## src/rtl/fibre_a_read_arbiter_if.sv

```systemverilog
// Bundle between the Fibre A read arbiter, its correction-unit requesters and the Fibre A SRAM port.
// master: requesters plus memory side; slave: the arbiter.
interface fibre_a_read_arbiter_if #(
  parameter int unsigned NUM_REQ    = 4,
  parameter int unsigned TIMESTEPS  = 8,
  parameter int unsigned ADDR_WIDTH = 8
);
  logic [NUM_REQ-1:0]            req_read_en;
  logic [NUM_REQ*ADDR_WIDTH-1:0] req_addr;
  logic [NUM_REQ-1:0]            req_busy;
  logic [TIMESTEPS-1:0]          req_data;
  logic [NUM_REQ-1:0]            req_valid;
  logic [ADDR_WIDTH-1:0]         mem_addr;
  logic                          mem_read_en;
  logic [TIMESTEPS-1:0]          mem_data;
  logic                          mem_valid;
  logic                          err_overflow;

  modport master (
    output req_read_en, req_addr, mem_data, mem_valid,
    input  req_busy, req_data, req_valid, mem_addr, mem_read_en, err_overflow
  );

  modport slave (
    input  req_read_en, req_addr, mem_data, mem_valid,
    output req_busy, req_data, req_valid, mem_addr, mem_read_en, err_overflow
  );
endinterface

```

## src/rtl/fibre_a_read_arbiter.sv

```systemverilog
// Round-robin arbiter sharing one Fibre A read port among NUM_REQ correction units, with an in-order tag FIFO.
// Define FIBRE_ARB_COALESCE_EN to merge pending requests for the winner's address into one read.
module fibre_a_read_arbiter #(
  parameter int unsigned NUM_REQ    = 4,
  parameter int unsigned TIMESTEPS  = 8,
  parameter int unsigned ADDR_WIDTH = 8,
  parameter int unsigned MAX_OUT    = 4
) (
  input  logic                  clk,
  input  logic                  rst,
  fibre_a_read_arbiter_if.slave arb_io
);
  localparam int unsigned PTR_W = (NUM_REQ > 1) ? $clog2(NUM_REQ) : 1;
  localparam int unsigned TAG_W = $clog2(MAX_OUT);
  localparam int unsigned CNT_W = TAG_W + 1;

  logic [NUM_REQ-1:0]    pend_q, pend_d;
  logic [ADDR_WIDTH-1:0] pend_addr_q [NUM_REQ];
  logic [ADDR_WIDTH-1:0] pend_addr_d [NUM_REQ];
  logic [PTR_W-1:0]      rr_ptr_q, rr_ptr_d;
  logic [ADDR_WIDTH-1:0] mem_addr_q;
  logic                  mem_read_en_q;
  logic [NUM_REQ-1:0]    tag_q [MAX_OUT];
  logic [TAG_W-1:0]      wr_ptr_q, rd_ptr_q;
  logic [CNT_W-1:0]      count_q, count_d, count_post_pop;
  logic [TIMESTEPS-1:0]  req_data_q;
  logic [NUM_REQ-1:0]    req_valid_q;
  logic                  err_q, err_d;

  logic                  pop, push, stray, drop;
  logic                  found;
  logic [PTR_W-1:0]      winner;
  logic [PTR_W:0]        cand, rr_next;
  logic [NUM_REQ-1:0]    grant;

  // A pop frees its slot in the same cycle, so fullness is judged after the pop.
  always_comb begin
    pop            = arb_io.mem_valid && (count_q != '0);
    stray          = arb_io.mem_valid && (count_q == '0);
    count_post_pop = count_q - CNT_W'(pop);
    push           = found && (count_post_pop < CNT_W'(MAX_OUT));
    count_d        = count_post_pop + CNT_W'(push);
  end

  always_comb begin
    found  = 1'b0;
    winner = '0;
    cand   = '0;
    for (int unsigned k = 0; k < NUM_REQ; k++) begin
      cand = {1'b0, rr_ptr_q} + (PTR_W+1)'(k);
      if (cand >= (PTR_W+1)'(NUM_REQ)) cand = cand - (PTR_W+1)'(NUM_REQ);
      if (!found && pend_q[cand[PTR_W-1:0]]) begin
        found  = 1'b1;
        winner = cand[PTR_W-1:0];
      end
    end
  end

  always_comb begin
    rr_next = {1'b0, winner} + (PTR_W+1)'(1);
    if (rr_next >= (PTR_W+1)'(NUM_REQ)) rr_next = '0;
    rr_ptr_d = push ? rr_next[PTR_W-1:0] : rr_ptr_q;
  end

  always_comb begin
    grant = '0;
    if (push) begin
      grant[winner] = 1'b1;
`ifdef FIBRE_ARB_COALESCE_EN
      for (int unsigned i = 0; i < NUM_REQ; i++) begin
        if (pend_q[i] && (pend_addr_q[i] == pend_addr_q[winner])) grant[i] = 1'b1;
      end
`endif
    end
  end

  // A pulse on a unit being granted this cycle replaces the issued request rather than colliding with it.
  always_comb begin
    pend_d      = pend_q;
    pend_addr_d = pend_addr_q;
    drop        = 1'b0;
    for (int unsigned i = 0; i < NUM_REQ; i++) begin
      if (grant[i]) pend_d[i] = 1'b0;
      if (arb_io.req_read_en[i]) begin
        if (!pend_q[i] || grant[i]) begin
          pend_d[i]      = 1'b1;
          pend_addr_d[i] = arb_io.req_addr[i*ADDR_WIDTH +: ADDR_WIDTH];
        end else begin
          drop = 1'b1;
        end
      end
    end
    err_d = err_q | drop | stray;
  end

  always_ff @(posedge clk or posedge rst) begin
    if (rst) begin
      pend_q        <= '0;
      rr_ptr_q      <= '0;
      mem_addr_q    <= '0;
      mem_read_en_q <= 1'b0;
      wr_ptr_q      <= '0;
      rd_ptr_q      <= '0;
      count_q       <= '0;
      req_data_q    <= '0;
      req_valid_q   <= '0;
      err_q         <= 1'b0;
      for (int unsigned i = 0; i < NUM_REQ; i++) pend_addr_q[i] <= '0;
      for (int unsigned j = 0; j < MAX_OUT; j++) tag_q[j] <= '0;
    end else begin
      pend_q        <= pend_d;
      pend_addr_q   <= pend_addr_d;
      rr_ptr_q      <= rr_ptr_d;
      mem_read_en_q <= push;
      count_q       <= count_d;
      err_q         <= err_d;
      req_valid_q   <= pop ? tag_q[rd_ptr_q] : '0;
      if (push) begin
        mem_addr_q      <= pend_addr_q[winner];
        tag_q[wr_ptr_q] <= grant;
        wr_ptr_q        <= wr_ptr_q + TAG_W'(1);
      end
      if (pop) begin
        req_data_q <= arb_io.mem_data;
        rd_ptr_q   <= rd_ptr_q + TAG_W'(1);
      end
    end
  end

  assign arb_io.req_busy     = pend_q;
  assign arb_io.req_data     = req_data_q;
  assign arb_io.req_valid    = req_valid_q;
  assign arb_io.mem_addr     = mem_addr_q;
  assign arb_io.mem_read_en  = mem_read_en_q;
  assign arb_io.err_overflow = err_q;
endmodule

```

## src/flat_wrapper.sv

```systemverilog
// flat-port wrapper written by rule: the top's interface ports become plain ports
module fibre_a_read_arbiter_flat 
#(
  parameter int unsigned NUM_REQ    = 4,
  parameter int unsigned TIMESTEPS  = 8,
  parameter int unsigned ADDR_WIDTH = 8,
  parameter int unsigned MAX_OUT    = 4
)
  (clk, rst, arb_io_req_read_en, arb_io_req_addr, arb_io_mem_data, arb_io_mem_valid, arb_io_req_busy, arb_io_req_data, arb_io_req_valid, arb_io_mem_addr, arb_io_mem_read_en, arb_io_err_overflow);
  fibre_a_read_arbiter_if #(.NUM_REQ(NUM_REQ), .TIMESTEPS(TIMESTEPS), .ADDR_WIDTH(ADDR_WIDTH)) arb_io_i ();
  input  logic clk;
  input  logic rst;
  input wire logic [$bits(arb_io_i.req_read_en)-1:0] arb_io_req_read_en;
  input wire logic [$bits(arb_io_i.req_addr)-1:0] arb_io_req_addr;
  input wire logic [$bits(arb_io_i.mem_data)-1:0] arb_io_mem_data;
  input wire logic [$bits(arb_io_i.mem_valid)-1:0] arb_io_mem_valid;
  output wire logic [$bits(arb_io_i.req_busy)-1:0] arb_io_req_busy;
  output wire logic [$bits(arb_io_i.req_data)-1:0] arb_io_req_data;
  output wire logic [$bits(arb_io_i.req_valid)-1:0] arb_io_req_valid;
  output wire logic [$bits(arb_io_i.mem_addr)-1:0] arb_io_mem_addr;
  output wire logic [$bits(arb_io_i.mem_read_en)-1:0] arb_io_mem_read_en;
  output wire logic [$bits(arb_io_i.err_overflow)-1:0] arb_io_err_overflow;
  assign arb_io_i.req_read_en = arb_io_req_read_en;
  assign arb_io_i.req_addr = arb_io_req_addr;
  assign arb_io_i.mem_data = arb_io_mem_data;
  assign arb_io_i.mem_valid = arb_io_mem_valid;
  assign arb_io_req_busy = arb_io_i.req_busy;
  assign arb_io_req_data = arb_io_i.req_data;
  assign arb_io_req_valid = arb_io_i.req_valid;
  assign arb_io_mem_addr = arb_io_i.mem_addr;
  assign arb_io_mem_read_en = arb_io_i.mem_read_en;
  assign arb_io_err_overflow = arb_io_i.err_overflow;
  fibre_a_read_arbiter #(.NUM_REQ(NUM_REQ), .TIMESTEPS(TIMESTEPS), .ADDR_WIDTH(ADDR_WIDTH), .MAX_OUT(MAX_OUT)) u_core (.clk(clk), .rst(rst), .arb_io(arb_io_i));
endmodule
```

## config.mk

```make
export PLATFORM = sky130hd
export DESIGN_NAME = fibre_a_read_arbiter_flat
export DESIGN_NICKNAME = d
export VERILOG_FILES = /design/src/rtl/fibre_a_read_arbiter_if.sv /design/src/rtl/fibre_a_read_arbiter.sv /design/src/flat_wrapper.sv
export SDC_FILE = /design/constraint.sdc
export NUM_CORES = 1
export LEC_CHECK = 0
export CORE_MARGIN = 2
export CORE_UTILIZATION = 50
export DETAILED_ROUTE_END_ITERATION = 10
export GPL_TIMING_DRIVEN = 0
export MAX_ROUTING_LAYER = met4
export PLACE_DENSITY = 0.81
export SYNTH_ARGS = -nofsm -noshare
export SYNTH_HDL_FRONTEND = slang
export SYNTH_SLANG_ARGS = --single-unit
export TNS_END_PERCENT = 10
```

## constraint.sdc

```tcl
create_clock -name clk -period 3.4 [get_ports clk]
set_clock_uncertainty 0.05 [all_clocks]
set_input_delay 0.51 -clock clk [delete_from_list [all_inputs] [get_ports clk]]
set_output_delay 0.51 -clock clk [all_outputs]
set_load 0.005 [all_outputs]
```

==> results of run 1 <==
-- cells in the final DEF (no fill, tap or decap), types with 6 or more instances in the layout --
cell type and n:
ha_1 12, o211ai_1 8, inv_1 18, clkbuf_1 6
o21ai_0 28, nand3_1 8, clkbuf_8 10, mux2_2 29
nand2_1 58, dfrtp_1 83, a211o_1 8, clkdlybuf4s50_1 72
mux2i_1 9
-- worst max path at each step --
stage	end
after floorplan	u_core.pend_addr_q[13]
after global placement	u_core.pend_addr_q[1]
after detailed placement	u_core.pend_addr_q[25]
after CTS	u_core.pend_addr_q[13]
after global routing	u_core.pend_addr_q[13]
final	u_core.pend_addr_q[13]
-- worst min-delay path, cell delays in order (launching register included) --
cell     delay (ns)
dfrtp_1        0.34
nand2_1        0.05
nand2_1        0.06
-- sequential cells by signal, summed over array words and instances (netlist names) --
name	count
u_core.count_q	3
u_core.arb_io.mem_addr	8
u_core.arb_io.err_overflow	1
u_core.rr_ptr_q	2
u_core.arb_io.req_busy	4
u_core.pend_addr_q	32
u_core.rd_ptr_q	2
u_core.tag_q	16
u_core.wr_ptr_q	2
u_core.arb_io.mem_read_en	1
u_core.arb_io.req_valid	4
u_core.arb_io.req_data	8
-- logic make-up after synthesis --
group | Yosys count | share of synthesized area (%)
adder cells (fa/ha/maj) | 12 | 4.05
multiplexers | 45 | 14.6
AND/OR/NAND/NOR | 84 | 10.1
buffers and inverters | 28 | 3.04
XOR/XNOR | 5 | 1.38
AO/OA/AOI/OAI | 58 | 10.8
flip-flops | 83 | 56.0
-- report_power, final --
| group | internal, mW | switching [mW] |
|---|---|---|
| logic | 1.06 | 1.03 |
| clock network | 0.506 | 0.336 |
| registers | 1.45 | 0.320 |
| total | 3.02 | 1.68 |
-- layout make-up --
cell class | count | area [µm²] | share of cell area [%]
Timing Repair Buffer | 73 | 748 | 15.5
Tap cell | 99 | 124 | 2.56
Sequential cell | 83 | 2080 | 43.0
Clock inverter | 5 | 100 | 2.07
Clock buffer | 11 | 141 | 2.93
Multi-Input combinational cell | 204 | 1530 | 31.7
Inverter | 20 | 77.6 | 1.61
Buffer | 7 | 33.8 | 0.699
-- per-stage QoR --
stage | TNS [ns] | std cells
2_1_floorplan | 0 | 315
3_3_place_gp | -55.03 | 486
3_5_place_dp | -15.25 | 487
4_1_cts | 0 | 502
5_1_grt | 0 | 502
6_report | 0 | 502
-- timing repair --
item | 4_1_cts | 5_1_grt
pin swaps | 0 | 0
gates cloned | 0 | 0
gates resized for setup | 1 | 2
endpoints found under the setup margin | 47 | 45
buffers inserted | 0 | 0
-- layer usage --
metal	routed length (µm)	share of wire [%]	vias up
met5	0	0	-
met4	155	2.0	0
met3	328	4.3	15
met2	3910	52	75
met1	3170	42	1258
li1	-	-	1247
==> reports/results.tsv, run 1 <==
metric	value	unit
reg2reg end	u_core.pend_addr_q[13]	
GR Util met2	34.9	%
worst hold start	u_core.arb_io.req_data[0]	
area added between synthesis and finish	30.3	%
n_diodes	0	
DR DRC count	0	
pre-CTS setup slack	-0.334	ns
type of the worst setup path	register to register	
htree depth	3	
endpoints failing setup	0	
Die W	90.1	µm
share of the synthesized area in the top cell type	56.0	%
CP bufs+invs	2	
CP max stage cell	dfrtp_1	
utilization after layout	67.0	%
final total power	4.70	mW
first-pass GRT wire length	12800	µm
outcome	finished, final reports clean	
hold crit path type	register to register	
Commonest cells post-synth	dfrtp_1 (83), nand2_1 (58), mux2_2 (29)	
Initial Utilization	51.4	%
Setup crit start	u_core.count_q[1]	
Cell variety after synth	35	
Final Hold Fails	0	
clk_lat worst skew	0.34	ns
clock slew at reported path FFs	0.08	ns
Register-to-Register Path Depth	11	
post-synthesis async set-or-reset flop share	100	%
Fill cells	574	
TritonCTS clock tree	yes	
Synth area leaders	dfrtp_1 (56%), mux2_2 (8.8%), nand2_1 (5.9%)	
die height	90.1	µm
worst-path fanout max	10	
initial DRC count	63	
RSZ-0062 raised after global routing	false	
Final Max Tran Viols	0	
row count	31	
CP delay by family, top	simple AND/OR/NAND/NOR gates	
slack of the worst reg-to-reg path	0.31	ns
GR Overflow Total	0	
routability cong.	0.792	
routed via count	2595	
Avg WL per Cell	15.1	µm
Cells on Worst Hold Path	2	
#FFs+latches synth	83	
Slew HR	61.0	%
grt met1 use	24.2	%
Avg Inst Size Synth	11.8	µm²
Worst path max stage delay	0.40	ns
syn_nets	374	
Post-synth EDFFs	0	
Synth area leader	dfrtp_1	
Synth Warn #	0	
PortBufs	72	
Max Cap Viol	0	
Core ar.	7210	µm²
Seq/Total Area, Yosys	56.0	%
Levels on crit path	11	
die area	8120	µm²
startpoint types	register	
HPWL after DPL	5580	µm
Reg2Reg Launch Point	u_core.count_q[1]	
CP Cell Sequence	nor3_2, nand2b_4, inv_1, clkbuf_1, ha_1, ha_1, xnor2_2, o41ai_4, o21ai_2, nand2_2, mux2_1	
share of cells above drive strength 1	17.1	%
initial antenna violation count	0	
data required time at the worst endpoint	3.58	ns
leak pwr	2.15	nW
Hold-fix buffers, CTS	0	
Worst Hold Path EP	u_core.arb_io.req_data[0]	
setup ws final	0.309	ns
GRT met3 Usage	3.94	%
Tmin final	3.09	ns
Post-synth top flop	dfrtp_1	
final WL	7560	µm
largest net degree at the start of global routing	57	
CP most frequent cell	ha_1	
pwr dens	973	nW/µm²
TritonCTS Sinks	83	
Antenna Nets Post-Route	0	
period utilization	90.9	%
Placed Area	4580	µm²
Vias/cell	5.17	
crit end category	register	
clock root buffer	clkbuf_8	
vias in the first global route	2678	
Mapped Cells	315	
top-count cell post-synth	dfrtp_1	
Finished Cell Area	4830	µm²
TritonCTS buffer count	9	
VDD IR max	0.617	mV
first drt pass iteration count	4	
Worst Tran Pin Value	0.583	ns
area of the mapped netlist	3710	µm²
Tot GR Track Use	20.6	%
Clock Tree Buf Depth	2	
io pins	73	
fin nets	457	
gr busiest metal	met2	
Critical Path AT	3.27	ns
maximum clock frequency	324	MHz
Final Hold Slack	0.429	ns
No activity file was read; power rests on OpenSTA's default activity.
==> inputs of run 2 (changes only) <==
- CORE_MARGIN: 2 -> 4
==> run 2 against run 1 <==
Compared with the run above: total power is 3.2% lower; first-iteration DRC count increased by 21%; critical path depth is the same; sequential power hardly changed; largest power group unchanged; final area fell by 1.1%; register-to-register slack is essentially flat.
==> reports/results.tsv, run 2 (same netlist as run 1, synthesis figures left out) <==
metric	value	unit
Seq. cell area	2080	µm²
endpoints failing setup	0	
Hold-fix buffers, CTS	0	
fin nets	457	
final total power	4.55	mW
routability cong.	0.729	
row count	31	
Antenna Nets Post-Route	0	
initial antenna violation count	0	
Vias/cell	5.20	
first drt pass iteration count	7	
Worst path max stage delay	0.39	ns
Tot GR Track Use	19.5	%
DR DRC count	0	
Tmin final	3.10	ns
data required time at the worst endpoint	3.58	ns
largest register by flop count	u_core.pend_addr_q	
TritonCTS clock tree	yes	
Power Internal	2.87	mW
Clock Tree Buf Depth	2	
Slew HR	61.7	%
utilization after layout	66.3	%
Final Hold Slack	0.387	ns
die area	8860	µm²
GR Overflow Total	0	
Avg WL per Cell	15.2	µm
share of cells above drive strength 1	16.9	%
final WL	7630	µm
maximum clock frequency	323	MHz
max FFs per register	32	
initial DRC count	76	
sequential share of power	38.7	%
worst-path fanout max	10	
clock slew at reported path FFs	0.08	ns
Final Hold Fails	0	
RSZ-0062 raised after global routing	false	
type of the worst setup path	register to register	
reg2reg end	u_core.pend_addr_q[8]	
PortBufs	72	
VDD IR max	0.550	mV
die height	94.1	µm
Critical Path AT	3.28	ns
Core ar.	7210	µm²
Reg2Reg Launch Point	u_core.count_q[1]	
vias in the first global route	2702	
htree depth	3	
CP Cell Sequence	nor3_1, nand2b_4, inv_1, clkbuf_1, ha_1, ha_1, xnor2_2, o41ai_4, o21ai_2, nand2_2, mux2_1	
Clk network pwr share	15.1	%
Final Max Tran Viols	0	
n_diodes	0	
Net Sw Power	1.69	mW
commonest non-fill, non-tap cell in the layout	dfrtp_1	
Register-to-Register Path Depth	11	
switching part of the total	37.0	%
pwr dens	952	nW/µm²
TritonCTS buffer count	9	
startpoint types	register	
clock root buffer	clkbuf_8	
Comb power frac	46.2	%
biggest regs	u_core.pend_addr_q x32, u_core.tag_q x16	
CP max stage cell	dfrtp_1	
CP bufs+invs	2	
CP delay by family, top	simple AND/OR/NAND/NOR gates	
TritonCTS Sinks	83	
routed via count	2611	
Initial Utilization	51.4	%
Max Cap Viol	0	
Die W	94.1	µm
area added between synthesis and finish	28.9	%
Worst Tran Pin Value	0.572	ns
hold crit path type	primary input to asynchronous set/reset pin	
largest net degree at the start of global routing	68	
io pins	73	
HPWL after DPL	5720	µm
outcome	finished, final reports clean	
crit end category	register	
CP most frequent cell	ha_1	
clk_lat worst skew	0.35	ns
area taken by multi-input logic gates	1530	µm²
slack of the worst reg-to-reg path	0.30	ns
Fill cells	570	
first-pass GRT wire length	12800	µm
period utilization	91.2	%
commonest non-fill, non-tap cells in the layout	dfrtp_1 (83), clkdlybuf4s50_1 (72), nand2_1 (58), mux2_2 (29), o21ai_0 (28)	
leak pwr	2.12	nW
## run 2: timing repair
item | CTS | global route
buffers inserted | 0 | 0
endpoints found under the setup margin | 42 | 59
pin swaps | 0 | 0
resized for setup | 0 | 2
## run 2: stage by stage
stage               instance area [µm²]  std cells  setup WS [ns]  TNS, ns
floorplan                          3710        315          0.522        0
global placement                   4550        486         -0.497   -53.29
detailed placement                 4580        487         -0.333   -14.60
CTS                                4770        502         0.0190        0
global route                       4780        502         0.0485        0
finish                             4780        502          0.301        0
## run 2: worst reg2reg max path, cell delays in order (launching register included)
cell and delay (ns):
dfrtp_1 0.39, nor3_1 0.27, nand2b_4 0.25, inv_1 0.11, clkbuf_1 0.24, ha_1 0.27, ha_1 0.20, xnor2_2 0.24
o41ai_4 0.20, o21ai_2 0.22, nand2_2 0.19, mux2_1 0.36
## run 2: metal layers
metal	GRT usage [%]	share of wire, %	vias up
met5	-	0	-
met4	7.10	1.5	0
met3	3.53	5.2	10
met2	33.0	52	77
met1	23.4	42	1275
li1	-	-	1249
## run 2: cell type report
| class | instances | share of cell area (%) |
|---|---|---|
| Timing Repair Buffer | 73 | 15.7 |
| Buffer | 7 | 0.707 |
| Inverter | 20 | 1.62 |
| Clock buffer | 11 | 2.96 |
| Tap cell | 99 | 2.59 |
| Multi-Input combinational cell | 204 | 31.9 |
| Sequential cell | 83 | 43.5 |
| Clock inverter | 5 | 1.10 |
## run 2: how the worst max path moves through the flow
stage / endpoint / cells past startpoint / startpoint / slack [ns]
final: u_core.pend_addr_q[8] / 11 / u_core.count_q[1] / 0.30
after global placement: u_core.tag_q[15] / 2 / rst / -0.50
after global routing: u_core.pend_addr_q[8] / 11 / u_core.count_q[1] / 0.05
after detailed placement: u_core.pend_addr_q[8] / 12 / arb_io_mem_valid / -0.33
after floorplan: u_core.pend_addr_q[13] / 12 / u_core.count_q[1] / 0.52
after CTS: u_core.pend_addr_q[8] / 11 / u_core.count_q[1] / 0.02
## run 2: power groups by stage
| stage | Clock (mW) | Sequential, mW | Combinational, mW |
|---|---|---|---|
| 2_1_floorplan | 0 | 1.70 | 1.47 |
| 3_3_place_gp | 0 | 1.75 | 2.01 |
| 3_5_place_dp | 0 | 1.77 | 2.13 |
| 4_1_cts | 0.707 | 1.76 | 2.13 |
| 5_1_grt | 0.744 | 1.83 | 2.35 |
| 6_report | 0.689 | 1.76 | 2.10 |
